## config.mk

```make
export PLATFORM = sky130hd
export DESIGN_NAME = intra_dec_dispatch
export DESIGN_NICKNAME = d
export VERILOG_FILES = /design/src/rtl/intra_dec_pkg.sv /design/src/rtl/intra_dec_lane.sv /design/src/rtl/intra_dec_dispatch.sv
export SDC_FILE = /design/constraint.sdc
export NUM_CORES = 1
export LEC_CHECK = 0
export CORE_ASPECT_RATIO = 0.8
export CORE_MARGIN = 3
export CORE_UTILIZATION = 35
export CTS_CLUSTER_SIZE = 8
export DETAILED_ROUTE_END_ITERATION = 8
export SKIP_LAST_GASP = 1
export SYNTH_ARGS = -nofsm -noshare
export SYNTH_HDL_FRONTEND = slang
export SYNTH_SLANG_ARGS = --single-unit
```

## constraint.sdc

```tcl
create_clock -name clk -period 10.3 [get_ports clk]
set_input_delay 1.545 -clock clk [delete_from_list [all_inputs] [get_ports clk]]
set_output_delay 1.545 -clock clk [all_outputs]
set_load 0.02 [all_outputs]
```

## src/rtl/intra_dec_pkg.sv

```systemverilog
// Shared types and helpers for the intra reconstruction block dispatcher.
package intra_dec_pkg;

  typedef enum logic [2:0] {
    IDLE,
    ELIG,
    OFFER,
    WAIT,
    FIN
  } lane_state_e;

  typedef struct packed {
    logic [15:0] row_px;
    logic [15:0] col_px;
  } coord_t;

  localparam int CNT_W = 16;

  // Block index to pixel offset, truncated to the 16-bit coordinate field.
  function automatic logic [15:0] blk2px(input logic [15:0] idx, input logic [31:0] blk);
    logic [31:0] w_px;
    w_px = 32'(idx) * blk;
    return w_px[15:0];
  endfunction

endpackage

```

## src/rtl/intra_dec_lane.sv

```systemverilog
// One dispatch lane: walks its own block rows and offers coordinates to one engine,
// gated by the peer lane's progress so the two rows form a wavefront.
module intra_dec_lane
  import intra_dec_pkg::*;
#(
  parameter int LANE_ID = 0,
  parameter int NCOLS   = 4,
  parameter int NROWS   = 3,
  parameter int BLK     = 4
) (
  input  logic        clk,
  input  logic        i_rst_n,
  input  logic        i_start,
  input  logic        i_fin_ack,
  input  logic        i_ready,
  input  logic        i_done,
  input  logic [15:0] i_peer_row,
  input  logic [15:0] i_peer_dcnt,
  output logic        o_valid,
  output logic [31:0] o_coord,
  output logic [15:0] o_row,
  output logic [15:0] o_dcnt,
  output logic        o_fin_next,
  output logic        o_done_err
);

  localparam logic [15:0] NCOLS_W  = 16'(NCOLS);
  localparam logic [15:0] NROWS_W  = 16'(NROWS);
  localparam logic [15:0] LANE_ROW = 16'(LANE_ID);
  localparam logic [31:0] BLK_W    = 32'(BLK);
  localparam bit          HAS_ROWS = (LANE_ID < NROWS);

  lane_state_e r_state, w_state_nxt;
  logic [15:0] r_row, r_col, r_dcnt;
  logic        r_valid;
  coord_t      r_coord;

  logic [15:0] w_need, w_ld_row, w_ld_col;
  logic        w_elig, w_last_col, w_last_blk, w_adv;

  // Top and top-right neighbours are done once the peer has left row r-1
  // or has completed enough blocks of it.
  always_comb begin
    w_need     = (r_col + 16'd2 > NCOLS_W) ? NCOLS_W : r_col + 16'd2;
    w_elig     = (r_row == 16'd0) ||
                 (i_peer_row >= r_row + 16'd1) ||
                 ((i_peer_row + 16'd1 == r_row) && (i_peer_dcnt >= w_need));
    w_last_col = (r_col == NCOLS_W - 16'd1);
    w_last_blk = w_last_col && (r_row + 16'd2 >= NROWS_W);
    w_adv      = (r_state == WAIT) && i_done;
    w_ld_row   = (r_state == IDLE) ? LANE_ROW : r_row;
    w_ld_col   = (r_state == IDLE) ? 16'd0 : r_col;
  end

  always_ff @(posedge clk or negedge i_rst_n) begin
    if (!i_rst_n) r_state <= IDLE;
    else          r_state <= w_state_nxt;
  end

  always_comb begin
    w_state_nxt = r_state;
    case (r_state)
      IDLE: begin
        // Row 0 needs no neighbours, so its first block is offered straight away.
        if (i_start) begin
          if (!HAS_ROWS)                w_state_nxt = FIN;
          else if (LANE_ROW == 16'd0)   w_state_nxt = OFFER;
          else                          w_state_nxt = ELIG;
        end
      end
      ELIG:    if (w_elig)  w_state_nxt = OFFER;
      OFFER:   if (i_ready) w_state_nxt = WAIT;
      WAIT:    if (i_done)  w_state_nxt = w_last_blk ? FIN : ELIG;
      FIN:     w_state_nxt = FIN;
      default: w_state_nxt = IDLE;
    endcase
    if (i_fin_ack) w_state_nxt = IDLE;
  end

  always_ff @(posedge clk or negedge i_rst_n) begin
    if (!i_rst_n) begin
      r_row   <= '0;
      r_col   <= '0;
      r_dcnt  <= '0;
      r_valid <= 1'b0;
      r_coord <= '0;
    end else begin
      r_valid <= (w_state_nxt == OFFER);
      if ((r_state != OFFER) && (w_state_nxt == OFFER)) begin
        r_coord.row_px <= blk2px(w_ld_row, BLK_W);
        r_coord.col_px <= blk2px(w_ld_col, BLK_W);
      end
      if ((r_state == IDLE) && i_start) begin
        r_row  <= LANE_ROW;
        r_col  <= '0;
        r_dcnt <= '0;
      end else if (w_adv) begin
        if (w_last_col) begin
          r_col  <= '0;
          r_dcnt <= '0;
          r_row  <= r_row + 16'd2;
        end else begin
          r_col  <= r_col + 16'd1;
          r_dcnt <= r_dcnt + 16'd1;
        end
      end
    end
  end

  always_comb begin
    o_valid    = r_valid;
    o_coord    = r_coord;
    o_row      = r_row;
    o_dcnt     = r_dcnt;
    o_fin_next = (r_state == FIN) || (w_adv && w_last_blk);
    o_done_err = i_done && (r_state != WAIT);
  end

endmodule

```

## src/rtl/intra_dec_dispatch.sv

```systemverilog
// Plane-level dispatcher: even block rows go to engine 0, odd rows to engine 1,
// with start/busy/frame_done control and a sticky protocol error flag.
module intra_dec_dispatch
  import intra_dec_pkg::*;
#(
  parameter int WIDTH  = 1280,
  parameter int HEIGHT = 720,
  parameter int BLK    = 4
) (
  input  logic        clk,
  input  logic        reset,
  input  logic        start,
  output logic        issue_valid_e0,
  output logic        issue_valid_e1,
  input  logic        issue_ready_e0,
  input  logic        issue_ready_e1,
  output logic [31:0] issue_coord_e0,
  output logic [31:0] issue_coord_e1,
  input  logic        done_e0,
  input  logic        done_e1,
  output logic        busy,
  output logic        frame_done,
  output logic        proto_err
);

  localparam int NCOLS = WIDTH / BLK;
  localparam int NROWS = HEIGHT / BLK;

  logic [15:0] w_row0, w_row1, w_dcnt0, w_dcnt1;
  logic        w_fin0, w_fin1, w_err0, w_err1;
  logic        w_start_acc, w_fin_ack;
  logic        r_busy, r_frame_done, r_proto_err;

  assign w_start_acc = start && !r_busy;
  // Frame completes on the edge where both lanes are (or are about to be) finished.
  assign w_fin_ack   = r_busy && w_fin0 && w_fin1;

  intra_dec_lane #(
    .LANE_ID(0), .NCOLS(NCOLS), .NROWS(NROWS), .BLK(BLK)
  ) u_lane0 (
    .clk        (clk),
    .i_rst_n    (reset),
    .i_start    (w_start_acc),
    .i_fin_ack  (w_fin_ack),
    .i_ready    (issue_ready_e0),
    .i_done     (done_e0),
    .i_peer_row (w_row1),
    .i_peer_dcnt(w_dcnt1),
    .o_valid    (issue_valid_e0),
    .o_coord    (issue_coord_e0),
    .o_row      (w_row0),
    .o_dcnt     (w_dcnt0),
    .o_fin_next (w_fin0),
    .o_done_err (w_err0)
  );

  intra_dec_lane #(
    .LANE_ID(1), .NCOLS(NCOLS), .NROWS(NROWS), .BLK(BLK)
  ) u_lane1 (
    .clk        (clk),
    .i_rst_n    (reset),
    .i_start    (w_start_acc),
    .i_fin_ack  (w_fin_ack),
    .i_ready    (issue_ready_e1),
    .i_done     (done_e1),
    .i_peer_row (w_row0),
    .i_peer_dcnt(w_dcnt0),
    .o_valid    (issue_valid_e1),
    .o_coord    (issue_coord_e1),
    .o_row      (w_row1),
    .o_dcnt     (w_dcnt1),
    .o_fin_next (w_fin1),
    .o_done_err (w_err1)
  );

  always_ff @(posedge clk or negedge reset) begin
    if (!reset) begin
      r_busy       <= 1'b0;
      r_frame_done <= 1'b0;
      r_proto_err  <= 1'b0;
    end else begin
      r_frame_done <= w_fin_ack;
      if (w_start_acc)    r_busy <= 1'b1;
      else if (w_fin_ack) r_busy <= 1'b0;
      r_proto_err  <= r_proto_err || w_err0 || w_err1;
    end
  end

  assign busy       = r_busy;
  assign frame_done = r_frame_done;
  assign proto_err  = r_proto_err;

endmodule

```

==> results.json <==
{
  "intPower_mw": 1.30,
  "max_cap_violations": 0,
  "ctsHoldBuffers": 0,
  "muxShareOfSynthArea": 0.00207,
  "dieArea_um2": 31500,
  "area_delta_synth_final_pct": 14.9,
  "combPwrFrac": 0.258,
  "yosys_warnings": 0,
  "dr.pass1.iters": 5,
  "arrival_ns": 5.62,
  "clk_latency_ns": 0.44,
  "post-route-util": 0.413,
  "fmax_ghz": 0.187,
  "gp_congestion": 0.858,
  "gr-total-overflow": 0,
  "place_ws_ns": 5.03,
  "ctsLongestPathBuffers": 2,
  "worstSetupStartpointType": "register",
  "dpl_cell_area_um2": 11200,
  "antenna_found_initial": 0,
  "cp-end-kind": "register",
  "finalSetupTns_ns": 0,
  "hold_path_class": "register to register",
  "switchingPower_mw": 0.688,
  "required_ns": 10.57,
  "mostFrequentLayoutCell": "nand2_1",
  "netlist_area_um2": 10300,
  "final_antenna_net_count": 0,
  "status": "completed",
  "vias": 8825,
  "synth_async_sr_flop_share": 1.00,
  "fin_area_um2": 11800,
  "setup.worst_path.class": "register to register",
  "ioPinCount": 76,
  "swShare": 0.346,
  "synthCells": 1184,
  "crit_buf_inv": 0,
  "slew_viol_final": 0,
  "fin_ws_ns": 4.95,
  "rsz0062_at_grt": "no",
  "synth_top_family_by_area": "simple AND/OR/NAND/NOR gates",
  "avgSynthCellArea_um2": 8.69,
  "cp.depth": 17,
  "numPortBuffers": 67,
  "cts_buffers": 17,
  "p_per_area_nw_per_um2": 168,
  "drtIter0Drc": 827,
  "cts-resized-gates": 0,
  "mostFrequentLayoutCells": "nand2_1, dfrtp_1, nor2_1",
  "start_util": 0.359,
  "slowest_delay_ns": 0.87,
  "fin_skew_ns": 0.0120,
  "grt_use_total": 0.177,
  "tightest_slew_ns": 1.14,
  "drive_above_1_share": 0.0446,
  "post_cts_buffers": 0,
  "coreArea_um2": 28600,
  "finalHoldViolations": 0,
  "peakVddDrop_v": 0.0000845,
  "cp_top_family": "compound AO/OA/AOI/OAI gates",
  "rows": 55,
  "cp_cell_sequence": "ha_1 -> nand2_1 -> nor2_1 -> o2111ai_1 -> a21oi_1 -> o22ai_1 -> nand2_1 -> and4_1 -> and2_1 -> ha_1 -> nand2b_1 -> a211o_1 -> o2111ai_1 -> a41oi_1 -> a2111oi_0 -> nand2b_2 -> o21ai_0",
  "cp_slowest_cell": "a2111oi_0",
  "path_clk_slew_ns": 0.07,
  "whs_path_depth": 2,
  "seqPwrFrac": 0.409,
  "synth_edf_count": 0,
  "worstPathMaxFanout": 56,
  "clockRootBuffer": "clkbuf_16",
  "via_per_inst": 5.50,
  "fin_crit_ns": 5.35,
  "nets": 1303,
  "grt_max_degree": 66,
  "synth_xor_area_frac": 0.0681,
  "drc_errors": 0,
  "ys_seq_area_frac": 0.394,
  "synth-seq-cells": 162,
  "synthDistinctLibCells": 70,
  "reg2reg_depth": 17,
  "slew_headroom": 0.232,
  "synth_compound_area_frac": 0.155,
  "tritoncts": "done",
  "wire_per_inst_um": 17.0,
  "post_synth_fa_ha_maj_area_fraction": 0.0920,
  "pwr-share-clk": 0.334,
  "grt_pass1_vias": 8707,
  "die_y_um": 159,
  "die_w_um": 198,
  "post-dp-hpwl_mm": 19.7,
  "period_share": 0.519,
  "drt-total-wl_mm": 27.3,
  "leakage_nw": 4.96,
  "clock-sinks": 162,
  "diodes": 0,
  "yosys_most_used_dff": "dfrtp_1",
  "synthSimpleGateAreaFrac": 0.244,
  "grt_pass1_wl_mm": 45.9,
  "setup_viol": 0,
  "cts.htree.levels": 4
}
[area by class of cell]
cell class | count | area, um^2
clock buffer | 20 | 447
inverter | 29 | 109
multi-input combinational | 939 | 5880
timing repair buffer | 72 | 709
clock inverter | 12 | 158
fill | 2841 | 16800
sequential | 162 | 4050
tap | 370 | 463
[path summary, 6_finish.rpt]
check / end / startpoint / slack (ns)
setup / recovery: u_lane1.o_coord[3] / u_lane1.r_col[1] / 4.95
hold / removal: u_lane1.o_coord[13] / u_lane1.o_coord[13] / 0.48
setup reg to reg: u_lane1.o_coord[3] / u_lane1.r_col[1] / 4.95
hold reg to reg: u_lane1.o_coord[13] / u_lane1.o_coord[13] / 0.48
max in group asynchronous: u_lane0.o_row[15] / reset / 8.07
min in group asynchronous: u_lane1.o_coord[25] / reset / 1.00
[logic make-up (layout without fill, tap and decap cells)]
logic type,count (synthesis),count (layout)
other cells,2,22
compound gates,252,252
simple gates,508,508
fa+ha+maj,75,75
buf+inv,103,133
xor+xnor,80,80
flops,162,162
mux,2,2
[cells in the mapped netlist, types with 7 or more instances]
library cell	number	area, um^2
clkbuf_1	45	169
a21oi_1	51	255
a21o_1	7	52.6
nand2b_1	13	81.3
or3_1	21	131
buf_2	16	80.1
ha_1	74	926
nor4_1	12	75.1
nor3_1	21	105
nor2b_1	9	56.3
inv_1	28	105
and2_1	14	87.6
nand4_1	37	231
xor2_1	49	429
a311oi_1	7	61.3
nand2_1	165	619
buf_4	8	60.1
nand3_1	59	295
xnor2_1	31	272
and4_1	9	78.8
a22o_1	32	280
o21ai_0	93	465
and3_1	18	113
o31ai_1	9	67.6
dfrtp_1	162	4050
nor2_1	101	379
[power groups by stage]
stage | sequential (mW) | combinational [mW] | clock, mW
after floorplan | 0.801 | 0.356 | 0
after detailed placement | 0.822 | 0.515 | 0
final | 0.812 | 0.512 | 0.663
after global placement | 0.820 | 0.502 | 0
after CTS | 0.811 | 0.517 | 0.676
after global routing | 0.824 | 0.582 | 0.703
[registers in the layout (all words and copies together) (netlist names), 3 cells and up]
signal           cells
u_lane0.o_coord     28
u_lane1.o_coord     28
u_lane0.o_dcnt      16
u_lane0.r_col       16
u_lane1.o_dcnt      16
u_lane1.o_row       16
u_lane1.r_col       16
u_lane0.o_row       15
u_lane0.r_state      3
u_lane1.r_state      3
[stage by stage]
stage | instances | hold slack, ns | total power, mW
2_1_floorplan | 1204 | 0.471 | 1.16
3_3_place_gp | 1572 | 0.466 | 1.32
3_5_place_dp | 1572 | 0.474 | 1.34
4_1_cts | 1604 | 0.488 | 2.00
5_1_grt | 1604 | 0.518 | 2.11
6_report | 1604 | 0.480 | 1.99
[routing by layer]
layer / GRT usage / vias up / routed length [um]
li1: - / 4289 / -
met1: 0.244 / 4343 / 12900
met2: 0.291 / 169 / 13100
met3: 0.0288 / 24 / 989
met4: 0.0437 / 0 / 327
met5: 0 / - / 0
[worst min-delay path: stages (launching register included)]
cell and delay, ns:
dfrtp_1 0.34, nand2_1 0.05, o21ai_0 0.06
(Power assumes the default switching activity.)
